### src/rtl/brc_resolve_unit.sv
`default_nettype none
// ============================================================================
//  Module      : brc_resolve_unit
//  Description : RV32I conditional-branch resolution stage.
//                Turns comparator flags and funct3 into a branch outcome, a
//                target and a redirect PC, and flags mispredicts and illegal
//                encodings. The result sits in a one-entry output register
//                behind valid/ready handshakes. A table of 2-bit saturating
//                counters is trained on every accepted legal branch. Fetch
//                reads the table combinationally as a branch predictor.
//  Revision    : 1.0 - initial release
// ----------------------------------------------------------------------------
//  Parameters
//    IDX_W          predictor index width (2^IDX_W counters, PC[IDX_W+1:2])
//  Ports
//    i_clk          clock, rising edge
//    i_reset        asynchronous active-high reset
//    i_req_valid    branch request valid
//    o_req_ready    request can be accepted this cycle
//    i_funct3       branch funct3
//    i_pc           PC of the branch
//    i_imm          sign-extended B-type immediate
//    i_br_equal     comparator flag A == B
//    i_br_less_u    comparator flag A < B (unsigned)
//    i_br_less_s    comparator flag A < B (signed)
//    i_pred_taken   prediction used by fetch for this branch
//    o_rsp_valid    result register holds a valid result
//    i_rsp_ready    downstream consumes the result
//    o_taken        resolved outcome
//    o_target       pc + imm
//    o_redirect_pc  target if taken, else pc + 4
//    o_mispredict   outcome differs from the prediction (never for illegal)
//    o_illegal      funct3 is 010 or 011
//    i_lookup_pc    fetch-side predictor lookup address
//    o_lookup_taken MSB of the counter at i_lookup_pc (combinational)
// ============================================================================
module brc_resolve_unit #(
  parameter int IDX_W = 4
) (
  input  logic        i_clk,
  input  logic        i_reset,
  // request side
  input  logic        i_req_valid,
  output logic        o_req_ready,
  input  logic [2:0]  i_funct3,
  input  logic [31:0] i_pc,
  input  logic [31:0] i_imm,
  input  logic        i_br_equal,
  input  logic        i_br_less_u,
  input  logic        i_br_less_s,
  input  logic        i_pred_taken,
  // response side
  output logic        o_rsp_valid,
  input  logic        i_rsp_ready,
  output logic        o_taken,
  output logic [31:0] o_target,
  output logic [31:0] o_redirect_pc,
  output logic        o_mispredict,
  output logic        o_illegal,
  // predictor lookup
  input  logic [31:0] i_lookup_pc,
  output logic        o_lookup_taken
);

  localparam int         c_DEPTH    = 1 << IDX_W;
  localparam logic [1:0] c_CTR_INIT = 2'b01;   // weakly not-taken
  localparam logic [1:0] c_CTR_MAX  = 2'b11;
  localparam logic [1:0] c_CTR_MIN  = 2'b00;

  localparam logic [2:0] c_F3_BEQ   = 3'b000;
  localparam logic [2:0] c_F3_BNE   = 3'b001;
  localparam logic [2:0] c_F3_BLT   = 3'b100;
  localparam logic [2:0] c_F3_BGE   = 3'b101;
  localparam logic [2:0] c_F3_BLTU  = 3'b110;
  localparam logic [2:0] c_F3_BGEU  = 3'b111;

  // --------------------------------------------------------------------------
  // Handshake
  // --------------------------------------------------------------------------
  logic r_rsp_valid;
  logic w_accept;

  // The register frees up in the same cycle it is drained, which gives
  // one request per cycle while downstream stays ready.
  assign o_req_ready = ~r_rsp_valid | i_rsp_ready;
  assign w_accept    = i_req_valid & o_req_ready;

  // --------------------------------------------------------------------------
  // Decode and arithmetic
  // --------------------------------------------------------------------------
  logic        w_taken;
  logic        w_illegal;
  logic        w_mispredict;
  logic [31:0] w_target;
  logic [31:0] w_pc_plus4;
  logic [31:0] w_redirect;

  always_comb begin
    w_taken   = 1'b0;
    w_illegal = 1'b0;
    case (i_funct3)
      c_F3_BEQ:  w_taken = i_br_equal;
      c_F3_BNE:  w_taken = ~i_br_equal;
      c_F3_BLT:  w_taken = i_br_less_s;
      c_F3_BGE:  w_taken = ~i_br_less_s;
      c_F3_BLTU: w_taken = i_br_less_u;
      c_F3_BGEU: w_taken = ~i_br_less_u;
      default:   w_illegal = 1'b1;   // 010 / 011: never taken
    endcase
  end

  // Both sums wrap modulo 2^32; the carry out is intentionally dropped.
  assign w_target     = i_pc + i_imm;
  assign w_pc_plus4   = i_pc + 32'd4;
  assign w_redirect   = w_taken ? w_target : w_pc_plus4;
  // An illegal encoding is never reported as a mispredict, whatever fetch
  // predicted for it.
  assign w_mispredict = ~w_illegal & (w_taken ^ i_pred_taken);

  // --------------------------------------------------------------------------
  // Output register
  // --------------------------------------------------------------------------
  logic        r_taken;
  logic [31:0] r_target;
  logic [31:0] r_redirect;
  logic        r_mispredict;
  logic        r_illegal;

  always_ff @(posedge i_clk or posedge i_reset) begin
    if (i_reset) begin
      r_rsp_valid  <= 1'b0;
      r_taken      <= 1'b0;
      r_target     <= 32'd0;
      r_redirect   <= 32'd0;
      r_mispredict <= 1'b0;
      r_illegal    <= 1'b0;
    end else if (w_accept) begin
      r_rsp_valid  <= 1'b1;
      r_taken      <= w_taken;
      r_target     <= w_target;
      r_redirect   <= w_redirect;
      r_mispredict <= w_mispredict;
      r_illegal    <= w_illegal;
    end else if (i_rsp_ready) begin
      // Only the valid bit drops on drain; data fields keep their last value.
      r_rsp_valid  <= 1'b0;
    end
  end

  assign o_rsp_valid   = r_rsp_valid;
  assign o_taken       = r_taken;
  assign o_target      = r_target;
  assign o_redirect_pc = r_redirect;
  assign o_mispredict  = r_mispredict;
  assign o_illegal     = r_illegal;

  // --------------------------------------------------------------------------
  // Predictor table: 2-bit saturating counters
  // --------------------------------------------------------------------------
  logic [1:0]       r_ctr [0:c_DEPTH-1];
  logic [IDX_W-1:0] w_upd_idx;
  logic [IDX_W-1:0] w_lookup_idx;
  logic [1:0]       w_ctr_cur;
  logic [1:0]       w_ctr_next;
  logic             w_upd_en;

  assign w_upd_idx    = i_pc[IDX_W+1:2];
  assign w_lookup_idx = i_lookup_pc[IDX_W+1:2];
  assign w_upd_en     = w_accept & ~w_illegal;
  assign w_ctr_cur    = r_ctr[w_upd_idx];

  always_comb begin
    w_ctr_next = w_ctr_cur;
    if (w_taken) begin
      if (w_ctr_cur != c_CTR_MAX) w_ctr_next = w_ctr_cur + 2'd1;
    end else begin
      if (w_ctr_cur != c_CTR_MIN) w_ctr_next = w_ctr_cur - 2'd1;
    end
  end

  always_ff @(posedge i_clk or posedge i_reset) begin
    if (i_reset) begin
      for (int i = 0; i < c_DEPTH; i++) begin
        r_ctr[i] <= c_CTR_INIT;
      end
    end else if (w_upd_en) begin
      r_ctr[w_upd_idx] <= w_ctr_next;
    end
  end

  // Reads the registered table, so a same-cycle update at the same index is
  // not visible until after the edge.
  assign o_lookup_taken = r_ctr[w_lookup_idx][1];

  // Only the index bits of the lookup address matter.
  logic w_unused_lookup;
  assign w_unused_lookup = ^i_lookup_pc;

endmodule
`default_nettype wire

### config.mk
export PLATFORM = sky130hd
export DESIGN_NAME = brc_resolve_unit
export DESIGN_NICKNAME = d
export VERILOG_FILES = /design/src/rtl/brc_resolve_unit.sv
export SDC_FILE = /design/constraint.sdc
export NUM_CORES = 1
export LEC_CHECK = 0
export BUFFER_PORTS_ARGS = -buffer_cell sky130_fd_sc_hd__buf_2
export CORE_MARGIN = 2
export CORE_UTILIZATION = 40
export CTS_CLUSTER_SIZE = 30
export DETAILED_ROUTE_END_ITERATION = 7
export MAX_ROUTING_LAYER = met4
export PLACE_DENSITY_LB_ADDON = 0.08
export SKIP_LAST_GASP = 1
export SLEW_MARGIN = 20
export SYNTH_ARGS = -nofsm -noshare
export SYNTH_HDL_FRONTEND = slang
export SYNTH_SLANG_ARGS = --single-unit
### constraint.sdc
create_clock -name i_clk -period 3.13 [get_ports i_clk]
set_input_delay 0.1565 -clock i_clk [delete_from_list [all_inputs] [get_ports i_clk]]
set_output_delay 0.1565 -clock i_clk [all_outputs]
set_load 0.02 [all_outputs]
# Word-level counts from Yosys, hierarchy flattened
# Index checks and enable logic that the tools add are counted.
dict set report op_classes {
  n_addsub 4
  magnitude_cmp 3
  eq_ne 6
  mux 17
  bitwise 11
  reduce_logical 5
}
# cell n
set op_table {}
lappend op_table {{$add A32 B3 Y32 const B} 1}
lappend op_table {{$add A32 B32 Y32} 1}
lappend op_table {{$bwmux W32} 1}
lappend op_table {{$mux W32} 1}
lappend op_table {{$bmux W2 S4} 2}
lappend op_table {{$mux W2} 8}
lappend op_table {{$eq A3 B3 Y1 const B} 4}
lappend op_table {{$ge A5 B5 Y1 const B} 2}
lappend op_table {{$not A4 Y5} 2}
lappend op_table {{$demux W2 S4} 1}
lappend op_table {{$pmux W1 S6} 1}
lappend op_table {{$reduce_or A6 Y1} 1}
lappend op_table {{$lt A5 B1 Y1 const B} 1}
lappend op_table {{$not A1 Y1} 4}
lappend op_table {{$reduce_bool A2 Y1} 2}
lappend op_table {{$and A1 B1 Y1} 3}
lappend op_table {{$eq A3 B1 Y1 const B} 1}
lappend op_table {{$logic_not A3 Y1} 1}
lappend op_table {{$mux W1} 3}
lappend op_table {{$add A2 B1 Y2 const B} 1}
lappend op_table {{$ne A2 B2 Y1 const B} 1}
lappend op_table {{$sub A2 B1 Y2 const B} 1}
lappend op_table {{$logic_and A1 B1 Y1} 1}
lappend op_table {{$or A1 B1 Y1} 1}
lappend op_table {{$xor A1 B1 Y1} 1}
dict set report totals {
  regBits 100
  in_bits 107
  out_inout_bits 70
  elab_cells 68
}

# Logic depth before layout (Yosys ltp)
# Gate-level depths: netlist of the first run.
dict set report logic_depth {
  depth_word 8
  mapped_depth 11
  ltp_nobuf 11
}

# Worst setup path before layout of the first run
# No wires, ideal clock.
dict set report synth_path {
  kind {input to register}
  startpoint {input port i_pc[0]}
  endpoint {register r_target[26], in the netlist o_target[26]}
  setup_time_ps 133
  arrival_ps 2545
  t_required_ps 2997
  setup_slack_ps 452
  stages 11
  path_buffers 0
  cell_sequence {ha_1 -> fa_1 -> a21o_2 -> a21oi_1 -> o21a_1 -> o31ai_1 -> a211oi_1 -> o31ai_4 -> a31oi_1 -> xor2_1 -> o21ai_0}
}
dict set report synth_via {
  elab_chain_len 1
}
# item line
set synth_lines {}
lappend synth_lines {{start, declared} 46} ;# input logic [31:0] i_pc,
lappend synth_lines {{$add A32 B32 Y32} 113} ;# assign w_target = i_pc + i_imm;
lappend synth_lines {{end signal, assigned} 140} ;# r_target <= w_target;
lappend synth_lines {{end, declared} 124} ;# logic [31:0] r_target;
# No other way between the ends.
# A chain may end at the register's enable or synchronous reset.

# Worst setup path in the final report of the first run
dict set report layout_path {
  startpoint {input port i_pc[0]}
  endpoint {register r_redirect[30], in the netlist o_redirect_pc[30]}
}
dict set report layout_via {
  elab_chain_len 2
  elab_cells_between_ends 3
  cone_classes {2 x add/sub; 1 x mux}
}
# item line
set layout_lines {}
lappend layout_lines {{$add A32 B3 Y32 / $add A32 B32 Y32 (equally long branches)} {114, 113}}
lappend layout_lines {{$mux W32 (*)} 115} ;# assign w_redirect = w_taken ? w_target : w_pc_plus4;
lappend layout_lines {{end signal, assigned} 141} ;# r_redirect <= w_redirect;
lappend layout_lines {{end, declared} 125} ;# logic [31:0] r_redirect;
# Every way passes the cells marked *; elsewhere a longest branch is shown, timed or not.

==> results of run 1 <==
state kept, by name, indices dropped and copies added (netlist names):
signal         cells
o_target          32
o_illegal          1
o_taken            1
r_ctr             32
o_mispredict       1
o_redirect_pc     32
o_rsp_valid        1
synthesized netlist by cell type (5+ instances only):
cell type,instances
sky130_fd_sc_hd__a21oi_1,41
sky130_fd_sc_hd__xor2_1,28
sky130_fd_sc_hd__dfstp_2,16
sky130_fd_sc_hd__mux2_2,41
sky130_fd_sc_hd__nand2b_1,5
sky130_fd_sc_hd__nand3_1,14
sky130_fd_sc_hd__xnor2_1,32
sky130_fd_sc_hd__nor2_1,45
sky130_fd_sc_hd__o21bai_1,9
sky130_fd_sc_hd__nor3_1,11
sky130_fd_sc_hd__nand4_1,11
sky130_fd_sc_hd__nand2_1,118
sky130_fd_sc_hd__ha_1,35
sky130_fd_sc_hd__mux4_2,15
sky130_fd_sc_hd__nor4_1,5
sky130_fd_sc_hd__and3_1,8
sky130_fd_sc_hd__o21ai_0,45
sky130_fd_sc_hd__clkbuf_1,33
sky130_fd_sc_hd__inv_1,14
sky130_fd_sc_hd__dfrtp_1,84
sky130_fd_sc_hd__a21o_1,20
sky130_fd_sc_hd__a31oi_1,9
path summary, 6_finish.rpt:
path,cells past startpoint,endpoint,startpoint
min in group asynchronous,3,o_target[23],i_reset
min reg2reg,2,o_redirect_pc[23],o_redirect_pc[23]
max reg2reg,4,r_ctr[5],r_ctr[25]
max in group asynchronous,4,r_ctr[2],i_reset
min,2,o_rsp_valid,i_req_valid
max,13,o_redirect_pc[30],i_pc[0]
stage by stage:
step	setup WS (ns)	util [%]	hold slack [ns]
after CTS	0.403	49.1	0.0155
after detailed placement	0.0464	47.4	0.298
after global placement	0.0747	47.4	0.285
final	0.383	49.1	0.0231
after global routing	0.196	49.1	0.0152
after floorplan	0.381	-	0.265
placed cells by master, fill, tap and decap left out, types with 9 or more instances in the layout:
cell type / netlist / layout
sky130_fd_sc_hd__a21o_1: 20 / 20
sky130_fd_sc_hd__a21oi_1: 41 / 41
sky130_fd_sc_hd__a31oi_1: 9 / 9
sky130_fd_sc_hd__buf_2: 1 / 148
sky130_fd_sc_hd__buf_4: 2 / 25
sky130_fd_sc_hd__clkbuf_16: 0 / 9
sky130_fd_sc_hd__dfrtp_1: 84 / 84
sky130_fd_sc_hd__dfstp_2: 16 / 16
sky130_fd_sc_hd__ha_1: 35 / 35
sky130_fd_sc_hd__inv_1: 14 / 13
sky130_fd_sc_hd__mux2_2: 41 / 41
sky130_fd_sc_hd__mux4_2: 15 / 15
sky130_fd_sc_hd__nand2_1: 118 / 117
sky130_fd_sc_hd__nand3_1: 14 / 14
sky130_fd_sc_hd__nand4_1: 11 / 11
sky130_fd_sc_hd__nor2_1: 45 / 45
sky130_fd_sc_hd__nor3_1: 11 / 11
sky130_fd_sc_hd__o21ai_0: 45 / 45
sky130_fd_sc_hd__o21bai_1: 9 / 9
sky130_fd_sc_hd__xnor2_1: 32 / 32
sky130_fd_sc_hd__xor2_1: 28 / 28
worst max-delay path, stage by stage:
cell and delay [ns]:
sky130_fd_sc_hd__buf_2 0.11, sky130_fd_sc_hd__ha_1 0.23, sky130_fd_sc_hd__fa_1 0.42, sky130_fd_sc_hd__a21o_2 0.23, sky130_fd_sc_hd__a21oi_1 0.14, sky130_fd_sc_hd__buf_4 0.15
sky130_fd_sc_hd__o21a_1 0.16, sky130_fd_sc_hd__o31ai_1 0.10, sky130_fd_sc_hd__a21oi_1 0.22, sky130_fd_sc_hd__o221ai_1 0.28, sky130_fd_sc_hd__a21boi_0 0.33, sky130_fd_sc_hd__xnor2_1 0.12
sky130_fd_sc_hd__a221o_1 0.33
layer usage:
metal | GRT usage, % | vias up | part of all wire (%)
met1 | 29.9 | 2875 | 45
met2 | 37.6 | 142 | 49
li1 | - | 2864 | -
met4 | 5.67 | 0 | 1.2
met3 | 3.59 | 19 | 4.7
met5 | - | - | 0
kinds of logic after synthesis:
group | Yosys count | share of synthesized area, %
flip-flops | 100 | 37.3
adder cells (fa/ha/maj) | 38 | 7.10
XOR/XNOR | 60 | 7.76
AND/OR/NAND/NOR | 235 | 15.6
AO/OA/AOI/OAI | 170 | 16.8
buffers and inverters | 52 | 3.12
multiplexers | 60 | 12.4
layout make-up:
type	count	area share, %
tap	220	3.38
clock buffer	11	2.98
clock inverter	5	0.553
timing repair buffer	175	11.8
multi-input combinational	563	49.7
inverter	14	0.675
sequential	100	30.9
power by group:
group / switching [mW] / internal [mW] / total, mW
registers: 0.138 / 1.58 / 1.72
clock network: 0.552 / 0.574 / 1.13
logic: 0.928 / 0.610 / 1.54
==> summary.md, run 1 <==
| Metric | Value |
|---|---|
| Total number of yosys warnings | 0 |
| Buffers from clock root to sink, at most | 2 |
| Pleak | roughly 3.9 nW |
| Number of vias after detailed routing | 5900 |
| Die Span Y | 134 µm |
| Number of instances in the synthesized netlist | roughly 720 |
| Actual transition at the worst max-transition pin | roughly 0.67 ns |
| Final critical-path share of the clock period | 87.8% |
| Detailed Place HPWL | 15200 µm |
| Overall power | 4.38 mW |
| Critical Setup Path Class | input port to flop |
| Number of global-route vias before repair | 6029 |
| Number of antenna repair diodes | 0 |
| Wire length per cell | 18.0 µm |
| Slew headroom | between 50% and 60% |
| DR vias/cell | between 5 and 6 |
| Count of final hold-check violations | 0 |
| Total area of multi-input combinational cells | 4050 µm² |
| Layout Cells excl Fill | 1088 |
| Worst setup skew after layout | 0.0115 ns |
| Resized Gates After CTS | 0 |
| Fraction of synthesized cell area taken by the top area cell type | a little over 30% |
| Most used flip-flop cell after synthesis | sky130_fd_sc_hd__dfrtp_1 |
| Total track usage | 22.9% |
| ANT nets after route | 0 |
| Clock insertion delay at the later pin of the skew report | 0.36 ns |
| Path category of the worst min-delay check | input port to flop |
| Std-Cell Rows | 47 |
| Unrepaired setup endpoints after global routing | no |
| IR drop worst, VDD | 302 µV |
| Post-synth net total | between 800 and 900 |
| Worst Path Required | 3.37 ns |
| Total Wirelength | roughly 20000 µm |
| Max Slew Vio Count | 0 |
| 1st-pass router iterations | 5 |
| Critical Path Source Type | input port |
| Distinct cell type count of the synthesized netlist | 63 |
| Sequential-to-total area share from yosys stat | 37.3% |
| Number of violations of the max-capacitance limit | 0 |
| Data arrival time at the worst-slack endpoint | 2.99 ns |
| Share of post-route cells with drive strength above 1 | between 30% and 40% |
| Core Area | 16600 µm² |
| Worst-path fanout max | 4 |
| Area Overhead vs Synth | 20.4% |
| Wire length of the first global-routing pass | between 30000 and 40000 µm |
| Total Neg Setup Slack | 0 ns |
| Type of destination of the critical path | flop |
| Asr flop ratio synth | 100% |
| Die area | 18000 µm² |
| TritonCTS Buffers | 9 |
| Total instance count after detailed placement | 1071 |
| Main area contributors after synthesis | sky130_fd_sc_hd__dfrtp_1 31%, sky130_fd_sc_hd__mux2_2 6.8%, sky130_fd_sc_hd__nand2_1 6.5% |
| Worst-case register-to-register setup slack | 0.86 ns |
| Residual DRC count | 0 |
| Status | finished clean |
| Root cell of the clock tree | sky130_fd_sc_hd__clkbuf_16 |
| Reg clk slew, reported paths | 0.08 ns |
| Hold-fix buffers at CTS | 1 |
| Upper clock frequency limit | 364 MHz |
| Initial Utilization | 40.8% |
| H-tree level count | 3 |
| Layout net count | 1006 |
| Setup Buffers After CTS | 0 |
| Width of the die | 134 µm |
| Clock net sink count | 100 |
| Placement-stage cell area | just under 8000 µm² |
| Mean Syn Cell Area | between 9 and 10 µm² |
| Cell Area, Synth | 6770 µm² |
| FF+latch area | roughly 2500 µm² |
| Initial antenna violation count | 0 |
| Maximum number of pins on one net before global-route repair | 53 |
| Filler cell count in the final layout | ~1600 |
| Post-synth EDFFs | 0 |
| Largest area contributor in the synthesized netlist | sky130_fd_sc_hd__dfrtp_1 |
| Aggregate global routing overflow | 0 |
| Count of buffers from port buffering | around 150 |
| Last weighted congestion value of the routability-driven placer | around 0.94 |
| Number of endpoints failing setup at the final stage | 0 |
| Clock tree from TritonCTS | done |
| Post-Layout Inst Area | 8150 µm² |
| PwrDens | 538 nW/µm² |
| Number of register bits inferred by synthesis | 100 |
| Boundary Pins | 177 |
| Final Critical Period | approximately 2.7 ns |
| Initial drt markers | 314 |
Note: power is estimated with default switching activity, not from simulation.
==> inputs of run 2 (changes only) <==
--- a/config.mk
+++ b/config.mk
@@ -10,6 +10,7 @@
 export CORE_UTILIZATION = 40
 export CTS_CLUSTER_SIZE = 30
 export DETAILED_ROUTE_END_ITERATION = 7
+export GPL_TIMING_DRIVEN = 0
 export MAX_ROUTING_LAYER = met4
 export PLACE_DENSITY_LB_ADDON = 0.08
 export SKIP_LAST_GASP = 1
==> run 2 against run 1 <==
Effect of this change:
- final cell count grew 1.2%
- count of clock-buffer cells in the layout shrank 1
- clock skew shrank 0.0063 ns
- largest cell class unchanged
- critical endpoint unchanged
- non-clock buffer count grew 13
- clock power grew 8%
==> summary.md, run 2 (synthesized netlist as in run 1, its figures left out) <==
| Metric | Value |
|---|---|
| Internal power summed over all cells | 2.83 mW |
| Critical Setup Path Class | input port to flop |
| Most common cell on crit path | sky130_fd_sc_hd__a21oi_1 |
| Last weighted congestion value of the routability-driven placer | slightly above 0.9 |
| Most frequent cells in the layout | 149 x sky130_fd_sc_hd__buf_2, 118 x sky130_fd_sc_hd__nand2_1, 84 x sky130_fd_sc_hd__dfrtp_1 |
| Clock net sink count | 100 |
| Boundary Pins | between 150 and 200 |
| Maximum number of pins on one net before global-route repair | 71 |
| Worst R2R Path Depth | 6 |
| Worst setup skew after layout | approximately 0.0052 ns |
| Cell depth of the worst min-delay path | 2 |
| CP Depth | 12 |
| Pleak | about 3.8 nW |
| Area Overhead vs Synth | 20.6% |
| Number of endpoints failing setup at the final stage | 0 |
| TritonCTS Buffers | 9 |
| Initial Utilization | 40.8% |
| Path category of the worst min-delay check | input port to flop |
| Data arrival time at the worst-slack endpoint | between 3 and 4 ns |
| Wire length per cell | 19.6 µm |
| Buffers from clock root to sink, at most | 2 |
| Sequence of cells on the critical path | buf_2, ha_1, fa_1, a21o_2, a21oi_1, o21a_1, o31ai_1, a21oi_1, o221ai_1, a21boi_1, xnor2_1, a221o_1 |
| Actual transition at the worst max-transition pin | 0.915 ns |
| Total Neg Setup Slack | 0 ns |
| Type of destination of the critical path | flop |
| Crit path largest cell delay | between 0.4 and 0.5 ns |
| IR drop worst, VDD | 290 µV |
| Number of antenna repair diodes | 0 |
| Number of global-route vias before repair | 6064 |
| Critical Path Source Type | input port |
| Filler cell count in the final layout | 1664 |
| ANT nets after route | 0 |
| Slew headroom | 39.0% |
| Count of buffers from port buffering | 148 |
| Total area of multi-input combinational cells | 4050 µm² |
| Wire length of the first global-routing pass | about 33000 µm |
| Core Area | 16600 µm² |
| Count of final hold-check violations | 0 |
| Origin of the critical flop-to-flop path | o_rsp_valid |
| Relative contribution of combinational cells to total power | 34.6% |
| Width of the die | 134 µm |
| Clock tree from TritonCTS | done |
| Die Span Y | 134 µm |
| Root cell of the clock tree | sky130_fd_sc_hd__clkbuf_16 |
| Initial antenna violation count | 0 |
| Cell family contributing the most delay on the critical path | compound AO/OA/AOI/OAI gates |
| Worst-case register-to-register setup slack | ~0.45 ns |
| Total Wirelength | between 20000 and 25000 µm |
| FF+latch area | approximately 2500 µm² |
| Final Critical Period | between 3 and 4 ns |
| Worst Hold Endpoint | o_rsp_valid |
| Max Slew Vio Count | 0 |
| Worst-path fanout max | 4 |
| Switching portion of total power | 37.0% |
| Upper clock frequency limit | 331 MHz |
| Reg power frac | 38.4% |
| Most common cell after layout, fill and taps aside | sky130_fd_sc_hd__buf_2 |
| Slowest stage cell, crit path | sky130_fd_sc_hd__fa_1 |
| Final critical-path share of the clock period | roughly 96% |
| Die area | approximately 18000 µm² |
| Layout net count | a little over 1000 |
| Share of post-route cells with drive strength above 1 | 29.5% |
| Detailed Place HPWL | 16600 µm |
| Buffers & Inverters on Critical Path | 1 |
| PwrDens | about 550 nW/µm² |
| Clock insertion delay at the later pin of the skew report | 0.35 ns |
| Residual DRC count | 0 |
| Initial drt markers | 430 |
| Number of vias after detailed routing | 6021 |
| Startpoint of the most critical hold path | i_req_valid |
| Status | finished clean |
| H-tree level count | 3 |
| Final design utilization | between 40 and 50% |
| Number of violations of the max-capacitance limit | 0 |
| Std-Cell Rows | 47 |
| Aggregate global routing overflow | 0 |
| Unrepaired setup endpoints after global routing | yes |
| DR vias/cell | about 5.5 |
| Capture instance of the worst register-to-register path | o_redirect_pc[24] |
| Worst Path Required | 3.38 ns |
| 1st-pass router iterations | 5 |
| Proportion of power drawn by the clock network | a little over a quarter |
| Net switching power | 1.66 mW |
| Total track usage | between 20% and 30% |
| Reg clk slew, reported paths | ~0.080 ns |
==> run 2: repair_timing <==
action,4_1_cts,5_1_grt
setup endpoints to repair,0,4
hold endpoints to repair,30,0
resized for setup,0,2
hold buffers,1,0
buffers inserted,0,0
==> run 2: per-layer routing <==
layer | routed length, µm | share of wire, % | track usage, %
met1 | 9710 | 45 | 32.0
met3 | 784 | 3.6 | 3.29
met2 | 10500 | 49 | 41.2
met4 | 550 | 2.5 | 8.83
met5 | 0 | 0 | -
==> run 2: area by class of cell <==
cell class,instances,share of cell area [%]
sequential,100,30.9
timing repair buffer,150,9.54
clock inverter,6,0.966
buffer,38,1.95
inverter,14,0.705
clock buffer,10,2.93
multi-input combinational,563,49.6
tap,220,3.37
==> run 2: how the worst max path moves through the flow <==
stage                        from  slack (ns)                 to
after floorplan           i_reset        0.38          o_illegal
after global placement    i_reset       -0.86  o_redirect_pc[12]
after detailed placement  i_pc[0]       -0.35  o_redirect_pc[30]
after CTS                 i_pc[0]        0.02  o_redirect_pc[30]
after global routing      i_pc[0]       -0.04  o_redirect_pc[30]
final                     i_pc[0]        0.11  o_redirect_pc[30]
==> run 2: power groups by stage <==
| stage | Sequential, mW | Clock [mW] | Combinational [mW] |
|---|---|---|---|
| floorplan | 1.96 | 0 | 0.771 |
| global placement | 1.74 | 0 | 1.52 |
| detailed placement | 1.75 | 0 | 1.55 |
| CTS | 1.73 | 1.24 | 1.56 |
| global route | 1.76 | 1.30 | 1.69 |
| finish | 1.73 | 1.22 | 1.55 |
==> run 2: through the flow <==
stage	hold slack [ns]	instance area [µm²]	worst slack (ns)	power [mW]	instances
3_3_place_gp	0.369	7780	-0.859	3.27	1083
4_1_cts	0.000934	8150	0.0247	4.52	1101
5_1_grt	0.0170	8160	-0.0383	4.75	1101
2_1_floorplan	0.265	6770	0.381	2.73	715
6_report	0.0109	8160	0.110	4.50	1101
3_5_place_dp	0.156	7820	-0.354	3.30	1084
==> inputs of run 3 (changes only) <==
==> constraint.sdc (replaced) <==
create_clock -name i_clk -period 2.9 [get_ports i_clk]
set_input_delay 0.145 -clock i_clk [delete_from_list [all_inputs] [get_ports i_clk]]
set_output_delay 0.145 -clock i_clk [all_outputs]
set_load 0.02 [all_outputs]
==> run 3 against run 2 <==
Effect of this change:
- sequential share of layout area is 0.17 points lower
- critical endpoint unchanged
- die area is the same
- combinational power increased by 9%
- count of clock-buffer cells in the layout did not move
- clock skew increased by 0.0015 ns
- cell area is 0.55% higher
- register-to-register slack lost 0.18 ns
- sequential power rose by 8%
- setup slack better by 0.0065 ns
- flip-flop and latch count stayed put
- global-route usage is 0.10 points higher
==> summary.md, run 3 (synthesized netlist as in run 1, its figures left out) <==
| Metric | Value |
|---|---|
| Post-Layout Inst Area | just over 8000 µm² |
| Count of final hold-check violations | 0 |
| Wire length of the first global-routing pass | between 30000 and 40000 µm |
| Slack of the critical path | 0.116 ns |
| Upper clock frequency limit | around 360 MHz |
| Number of global-route vias before repair | 6082 |
| Crit path largest cell delay | between 0.4 and 0.5 ns |
| Origin of the critical flop-to-flop path | o_rsp_valid |
| Area Overhead vs Synth | 21.2% |
| Worst R2R Path Depth | 6 |
| Die area | 18000 µm² |
| Worst-case hold slack | 0.0408 ns |
| Root cell of the clock tree | sky130_fd_sc_hd__clkbuf_16 |
| Cell depth of the worst min-delay path | 3 |
| TritonCTS Buffers | 9 |
| DR vias/cell | between 5 and 6 |
| Clock insertion delay at the later pin of the skew report | approximately 0.36 ns |
| Core Area | 16600 µm² |
| Boundary Pins | between 150 and 200 |
| Final Critical Period | 2.78 ns |
| Most common cell after layout, fill and taps aside | sky130_fd_sc_hd__buf_2 |
| Slew headroom | 41.8% |
| Capture instance of the worst register-to-register path | o_redirect_pc[24] |
| IR drop worst, VDD | approximately 320 µV |
| Critical Path Source Type | input port |
| Die Span Y | 134 µm |
| Max Slew Vio Count | 0 |
| Worst Hold Endpoint | o_redirect_pc[0] |
| ANT nets after route | 0 |
| Sequence of cells on the critical path | buf_2, ha_1, fa_1, a21o_2, a21oi_2, o21a_1, o31ai_1, a21oi_1, o221ai_2, a21boi_1, xnor2_1, a221o_1 |
| Number of antenna repair diodes | 0 |
| Critical Setup Path Class | input port to flop |
| Actual transition at the worst max-transition pin | 0.873 ns |
| Layout Cells excl Fill | 1104 |
| Total Wirelength | 21600 µm |
| Number of vias after detailed routing | 6018 |
| Reg clk slew, reported paths | 0.08 ns |
| Buffers from clock root to sink, at most | 2 |
| Count of buffers from port buffering | 148 |
| Placement-stage cell area | 7820 µm² |
| Layout net count | approximately 1000 |
| Unrepaired setup endpoints after global routing | yes |
| Initial antenna violation count | 0 |
| Slowest stage cell, crit path | sky130_fd_sc_hd__fa_1 |
| Clock net sink count | 100 |
| Startpoint of the most critical hold path | i_pc[0] |
| Maximum number of pins on one net before global-route repair | 71 |
| H-tree level count | 3 |
| Worst-case register-to-register setup slack | 0.27 ns |
| Clock tree from TritonCTS | done |
| Worst Path Required | 3.15 ns |
| Most frequent cells in the layout | 149 x sky130_fd_sc_hd__buf_2, 118 x sky130_fd_sc_hd__nand2_1, 84 x sky130_fd_sc_hd__dfrtp_1 |
| Residual DRC count | 0 |
| Initial Utilization | 40.8% |
| Worst setup skew after layout | 0.00676 ns |
| Worst-path fanout max | 4 |
| Setup slack at placement | -0.573 ns |
| Detailed Place HPWL | 16600 µm |
| Buffers & Inverters on Critical Path | 1 |
| Total instance count after detailed placement | ~1100 |
| Final design utilization | 49.5% |
| 1st-pass router iterations | 5 |
| Aggregate global routing overflow | 0 |
| Overall power | 4.87 mW |
| Data arrival time at the worst-slack endpoint | 3.04 ns |
| Last weighted congestion value of the routability-driven placer | a little over 0.9 |
| Number of endpoints failing setup at the final stage | 0 |
| PwrDens | 593 nW/µm² |
| Std-Cell Rows | 47 |
| Type of destination of the critical path | flop |
| Final critical-path share of the clock period | 96.0% |
| Total Neg Setup Slack | 0 ns |
| Initial drt markers | between 400 and 500 |
| Path category of the worst min-delay check | input port to flop |
| Share of post-route cells with drive strength above 1 | 30.1% |
| Wire length per cell | 19.6 µm |
| Cell family contributing the most delay on the critical path | compound AO/OA/AOI/OAI gates |
| Number of violations of the max-capacitance limit | 0 |
| Width of the die | 134 µm |
| Total track usage | ~25% |
| Pleak | 3.85 nW |
| Status | finished clean |
-- run 3: cell types whose count changed in the layout (fill, tap and decap cells not counted), sizes merged --
cell | before | now
dlygate4sd3 | 1 | 2
buf | 154 | 156
-- run 3: per-layer routing --
| metal | vias to the layer above | GRT usage (%) | part of all wire, % |
|---|---|---|---|
| li1 | 2886 | - | - |
| met1 | 2933 | 32.1 | 44 |
| met2 | 164 | 41.4 | 49 |
| met3 | 35 | 3.25 | 4.3 |
| met4 | 0 | 9.01 | 2.8 |
| met5 | - | - | 0 |
-- run 3: power breakdown --
group / switching [mW] / internal, mW / leakage (nW)
clock: 0.603 / 0.712 / 0.157
sequential: 0.159 / 1.70 / 1.21
combinational: 1.04 / 0.647 / 2.47
total: 1.80 / 3.06 / 3.85
-- run 3: final cells by class --
type / instances / area, µm²
plain buffers: 38 / 159
clock buffers: 10 / 239
clock inverters: 6 / 78.8
fillers: 1662 / 8380
inverters: 14 / 57.6
multi-input cells: 563 / 4070
flip-flops and latches: 100 / 2520
well taps: 220 / 275
repair buffers: 153 / 803
-- run 3: timing repair --
item | CTS | global route
setup endpoints to repair | 8 | 7
endpoints found under the hold margin | 31 | 0
resized for setup | 5 | 2
pin swaps | 0 | 1
buffers inserted | 0 | 2
hold buffers | 2 | 0
-- run 3: worst reg2reg max path, stage by stage (launching register included) --
cell,delay (ns)
sky130_fd_sc_hd__dfrtp_1,0.38
sky130_fd_sc_hd__nand2b_1,0.12
sky130_fd_sc_hd__and2_1,0.14
sky130_fd_sc_hd__clkbuf_1,0.48
sky130_fd_sc_hd__clkbuf_1,0.72
sky130_fd_sc_hd__clkbuf_1,0.50
sky130_fd_sc_hd__a31oi_1,0.15
-- run 3: how the worst max path moves through the flow --
stage,startpoint,to,depth (start not counted)
after floorplan,i_reset,o_illegal,1
after global placement,i_reset,o_redirect_pc[12],2
after detailed placement,i_pc[0],o_redirect_pc[30],12
after CTS,i_pc[0],o_redirect_pc[30],12
after global routing,i_pc[0],o_redirect_pc[30],12
final,i_pc[0],o_redirect_pc[30],12
